**src/rtl/audio_sample_sequencer.sv**
```systemverilog
// ---------------------------------------------------------------------------
// audio_sample_sequencer: one-sample-at-a-time ADC -> pitch engine -> L/R DAC
// sequencer with dry bypass and an engine-stall watchdog.      Rev 1.0
// ---------------------------------------------------------------------------
`default_nettype none

module audio_sample_sequencer #(
  parameter int DATA_W  = 16,
  parameter int TIMEOUT = 2048,
  parameter int CNT_W   = 16
) (
  input  logic              clk,
  input  logic              reset,
  input  logic [DATA_W-1:0] in_data,
  input  logic              in_valid,
  output logic              in_ready,
  input  logic              bypass,
  output logic              proc_req,
  output logic [DATA_W-1:0] proc_data,
  input  logic              proc_ack,
  input  logic [DATA_W-1:0] proc_result,
  output logic [DATA_W-1:0] left_out_data,
  output logic              left_out_valid,
  input  logic              left_out_ready,
  output logic [DATA_W-1:0] right_out_data,
  output logic              right_out_valid,
  input  logic              right_out_ready,
  output logic              busy,
  output logic [CNT_W-1:0]  timeout_count
);

  localparam int WAIT_W = $clog2(TIMEOUT);
  localparam logic [WAIT_W-1:0] c_wait_last = WAIT_W'(TIMEOUT - 1);

  typedef enum logic [1:0] {
    S_IDLE = 2'd0,
    S_PROC = 2'd1,
    S_OUT  = 2'd2
  } state_t;

  state_t             r_state;
  state_t             w_state_nxt;
  logic               r_in_ready;
  logic [DATA_W-1:0]  r_dry;
  logic [DATA_W-1:0]  r_proc_data;
  logic               r_proc_req;
  logic [WAIT_W-1:0]  r_wait;
  logic [DATA_W-1:0]  r_left_data;
  logic [DATA_W-1:0]  r_right_data;
  logic               r_left_valid;
  logic               r_right_valid;
  logic [CNT_W-1:0]   r_tcount;

  logic               w_accept;
  logic               w_start_proc;
  logic               w_load_out;
  logic               w_timeout;
  logic [DATA_W-1:0]  w_out_sample;
  logic               w_left_done;
  logic               w_right_done;

  // A channel counts as done once its valid is gone or it handshakes this cycle.
  assign w_left_done  = !r_left_valid  || left_out_ready;
  assign w_right_done = !r_right_valid || right_out_ready;

  always_comb begin
    w_state_nxt  = r_state;
    w_accept     = 1'b0;
    w_start_proc = 1'b0;
    w_load_out   = 1'b0;
    w_timeout    = 1'b0;
    w_out_sample = r_dry;
    case (r_state)
      S_IDLE: begin
        if (in_valid && r_in_ready) begin
          w_accept = 1'b1;
          if (bypass) begin
            w_load_out   = 1'b1;
            w_out_sample = in_data;
            w_state_nxt  = S_OUT;
          end else begin
            w_start_proc = 1'b1;
            w_state_nxt  = S_PROC;
          end
        end
      end
      S_PROC: begin
        // Ack has priority over a watchdog expiry in the same cycle.
        if (proc_ack) begin
          w_load_out   = 1'b1;
          w_out_sample = proc_result;
          w_state_nxt  = S_OUT;
        end else if (r_wait == c_wait_last) begin
          w_load_out   = 1'b1;
          w_timeout    = 1'b1;
          w_state_nxt  = S_OUT;
        end
      end
      S_OUT: begin
        if (w_left_done && w_right_done) w_state_nxt = S_IDLE;
      end
      default: w_state_nxt = S_IDLE;
    endcase
  end

  always_ff @(posedge clk) begin
    if (!reset) begin
      r_state       <= S_IDLE;
      r_in_ready    <= 1'b0;
      r_dry         <= '0;
      r_proc_data   <= '0;
      r_proc_req    <= 1'b0;
      r_wait        <= '0;
      r_left_data   <= '0;
      r_right_data  <= '0;
      r_left_valid  <= 1'b0;
      r_right_valid <= 1'b0;
      r_tcount      <= '0;
    end else begin
      r_state    <= w_state_nxt;
      r_in_ready <= (w_state_nxt == S_IDLE);
      if (w_accept) r_dry <= in_data;
      if (r_state == S_PROC) r_wait <= r_wait + WAIT_W'(1);
      if (w_start_proc) begin
        r_proc_data <= in_data;
        r_proc_req  <= 1'b1;
        r_wait      <= '0;
      end
      if (w_load_out) begin
        r_left_data   <= w_out_sample;
        r_right_data  <= w_out_sample;
        r_left_valid  <= 1'b1;
        r_right_valid <= 1'b1;
        r_proc_req    <= 1'b0;
      end else begin
        if (r_left_valid && left_out_ready)   r_left_valid  <= 1'b0;
        if (r_right_valid && right_out_ready) r_right_valid <= 1'b0;
      end
      if (w_timeout && (r_tcount != {CNT_W{1'b1}})) r_tcount <= r_tcount + CNT_W'(1);
    end
  end

  assign in_ready        = r_in_ready;
  assign busy            = (r_state != S_IDLE);
  assign proc_req        = r_proc_req;
  assign proc_data       = r_proc_data;
  assign left_out_data   = r_left_data;
  assign left_out_valid  = r_left_valid;
  assign right_out_data  = r_right_data;
  assign right_out_valid = r_right_valid;
  assign timeout_count   = r_tcount;

endmodule

`default_nettype wire

```
**config.mk**
```make
export PLATFORM = sky130hd
export DESIGN_NAME = audio_sample_sequencer
export DESIGN_NICKNAME = d
export VERILOG_FILES = /design/src/rtl/audio_sample_sequencer.sv
export SDC_FILE = /design/constraint.sdc
export NUM_CORES = 1
export LEC_CHECK = 0
export BUFFER_PORTS_ARGS = -buffer_cell sky130_fd_sc_hd__buf_2
export CAP_MARGIN = 40
export CORE_UTILIZATION = 25
export CTS_BUF_LIST = sky130_fd_sc_hd__clkbuf_4
export DETAILED_ROUTE_END_ITERATION = 6
export PLACE_DENSITY = 0.5
export SYNTH_ARGS = -nofsm -noshare
export SYNTH_HDL_FRONTEND = slang
export SYNTH_SLANG_ARGS = --single-unit
```
**constraint.sdc**
```tcl
create_clock -name clk -period 1.9 [get_ports clk]
set_input_delay 0 -clock clk [delete_from_list [all_inputs] [get_ports clk]]
set_output_delay 0 -clock clk [all_outputs]
set_load 0.02 [all_outputs]
```
==> impl_results.md <==
- Status: finished with violations
- Violated checks: negative setup slack
- Final WS setup: -0.0474 ns
- Initial core utilization: 26.1%
- Placed insts: 715
- Critical path fanouts, max: 5
- Mapped Area: 0.00367 mm2
- Cells on Worst Hold Path: 4
- Ys Warns: 0
- Critical path type: reg2reg
- Area Growth Syn to Fin: 40.4%
- Die height: 123 um
- Total gr overflow: 0
- CTS clk-pin slew, worst paths: 0.13 ns
- Post-DP HPWL: 8180 um
- Mapped Avg Cell Area: 8.33 um2
- Drc violations: 0
- Net count after synthesis: 482
- Hold Violations, Final: 0
- Layout net count: 629
- Initial antenna violation count: 1
- RSZ-0062 raised after global routing: true
- PD cells: 677 mW/mm2
- Vias: 3846
- Layout cells sized above 1: 31.5%
- WHS: 0.0830 ns
- First-pass GRT wire length: 18100 um
- Post-DP Area: 0.00449 mm2
- HP Start: in_valid
- Post-Route WL: 11900 um
- Main synth FF type: dfxtp_1
- Arrival time worst endpoint: 2.32 ns
- Hold Path End: r_dry[4]$_SDFFE_PN0P_
- Worst-skew pair later-pin latency: 0.44 ns
- Worst clock skew: 0.0109 ns
- Largest net degree at the start of global routing: 51
- Min Tclk post-route: 1.95 ns
- Detailed Route Iter0 Violations: 253
- Max-slew headroom: 68.1%
- # rows: 43
- Final slew viol count: 0
- Total die area: 0.0152 mm2
- Largest area contributor in the netlist: dfxtp_1
- Final setup fails: 6
- Die width: 123 um
- Worst-Margin Slew: 0.477 ns
- CTS HTree Levels: 3
- Post-synthesis sequential area ratio: 44.2%
- Max VDD drop: 0.000360 V
- Post-synth cell types: 52
- Most common cell in the netlist: nand2_1
- Post-synth EDFFs: 0
- Routed WL per cell: 15.4 um
- CTS sink cnt: 81
- Worst r2r src: r_wait[0]$_SDFFE_PP0P_
- Core box area: 0.0141 mm2
- Post-synth top area share: 44.2%
- R2R Path End: timeout_count[4]$_SDFFE_PN0P_
- Period utilisation layout: 102%
- CTS buffer count: 9
- Post-layout util: 36.6%
- Total power: 3.49 mW
- Largest cells by area after synthesis: dfxtp_1 44%, nand2_1 9.7%, a21oi_1 6.3%
- R2R depth: 6
- Reg2Reg Setup Slack: -0.05 ns
- Maximum clock frequency: 514 MHz
- All-Layer GR Usage: 15.8%
- IO Port Bufs: 107
- Fin cells: 774
- CP startpoint: r_wait[0]$_SDFFE_PP0P_
- CTS tree: done
- CTS root buf: clkbuf_4
- Antenna Nets Post-Route: 0
- Drt first pass iters: 5
- Finished Cell Area: 0.00515 mm2
- Leakage power: 2.05 nW
- GP Congestion: 0.798
- Fraction of registers with async set/reset: 0%
- Maxcap violations: 0
- Register bit count reported by yosys: 81
- TNS Setup: -0.165 ns
- Setup crit end kind: flop
- Critical path launch point type: flop
- WP data required: 2.28 ns
- Vias in the first global route: 3532
- Io pins: 108
- Post-synth top cells: 95 x nand2_1, 81 x dfxtp_1, 46 x a21oi_1
- CTS max path bufs: 2
- Placement Setup Slack: -0.0820 ns
- Syn Inst Count: 441
- Via-to-Cell Ratio: 4.97
- HP Class: in2reg
## worst max path at each step
stage,end,slack [ns],cells past startpoint
2_1_floorplan,timeout_count[2]$_SDFFE_PN0P_,0.02,6
3_3_place_gp,timeout_count[7]$_SDFFE_PN0P_,-0.05,5
3_5_place_dp,timeout_count[5]$_SDFFE_PN0P_,-0.08,5
4_1_cts,timeout_count[8]$_SDFFE_PN0P_,-0.02,5
5_1_grt,timeout_count[2]$_SDFFE_PN0P_,-0.12,6
6_report,timeout_count[4]$_SDFFE_PN0P_,-0.05,6
## where the power goes
group	leakage, nW	switching (mW)	internal, mW
clock	0.0777	0.609	0.540
combinational	1.31	0.310	0.229
sequential	0.660	0.0421	1.76
## final cells by class
| class | count | area (um2) |
|---|---|---|
| Clock inverter | 6 | 82.6 |
| Clock buffer | 10 | 75.1 |
| Sequential cell | 81 | 1630 |
| Timing Repair Buffer | 182 | 1230 |
| Fill cell | 1439 | 8940 |
| Multi-Input combinational cell | 311 | 1890 |
| Antenna cell | 1 | 2.50 |
| Inverter | 3 | 11.3 |
| Tap cell | 180 | 225 |
## state kept, by name (all words and copies together) (netlist names)
signal,flops
proc_data,16
proc_req,1
timeout_count,16
right_out_valid,1
in_ready,1
left_out_valid,1
right_out_data,16
r_state,2
r_dry,16
r_wait,11
## cells in the final DEF (no fill, tap or decap), types with 3 or more instances in the layout
cell type      synthesis  routed
dfxtp_2                0       6
or4b_4                 1       3
a22oi_1               16      16
and3_1                 3       3
xor2_1                 3       3
xnor2_1                7       7
o21ai_0                4       4
nand2b_1               6       6
mux2i_1                3       3
buf_12                 0       3
nor3_1                21      20
a21oi_1               46      45
dfxtp_1               81      75
buf_4                 17      33
nand3_1                9       8
nand4_1                8       8
dlygate4sd3_1          0      38
nor2_1                17      16
o31ai_1                9       7
a311oi_1              16      16
or4_1                  9       8
clkbuf_4               0      10
buf_2                  7     107
nand2_1               95      95
## per-layer routing
layer / routed length [um] / track usage (%) / vias to the layer above
met5: 0 / 0 / -
met4: 407 / 9.56 / 0
met3: 647 / 3.00 / 27
met2: 5710 / 24.4 / 129
met1: 5180 / 20.2 / 1810
li1: - / - / 1880
## timing repair
action,CTS,global route
endpoints found under the setup margin,10,17
hold endpoints to repair,57,0
pin swaps,15,1
cloned,2,0
resized for setup,8,16
hold buffers,38,0
buffers inserted,2,0
## worst max-delay path, cell delays in order (launching register included)
cell and delay (ns):
dfxtp_2 0.38, ha_4 0.14, nand4_1 0.11, buf_4 0.18, or4b_4 0.52, or4_1 0.43
a21oi_1 0.13
## kinds of logic (layout without fill, tap and decap cells)
logic type / count (synthesis) / count (layout) / share of synthesized area, %
flops: 81 / 81 / 44.2
mux: 3 / 3 / 0.818
fa+ha+maj: 2 / 2 / 0.681
buf+inv: 51 / 201 / 7.39
xor+xnor: 10 / 10 / 2.39
other cells: 0 / 1 / 0
simple gates: 193 / 195 / 26.5
compound gates: 101 / 101 / 18.0
(Power assumes the default switching activity.)
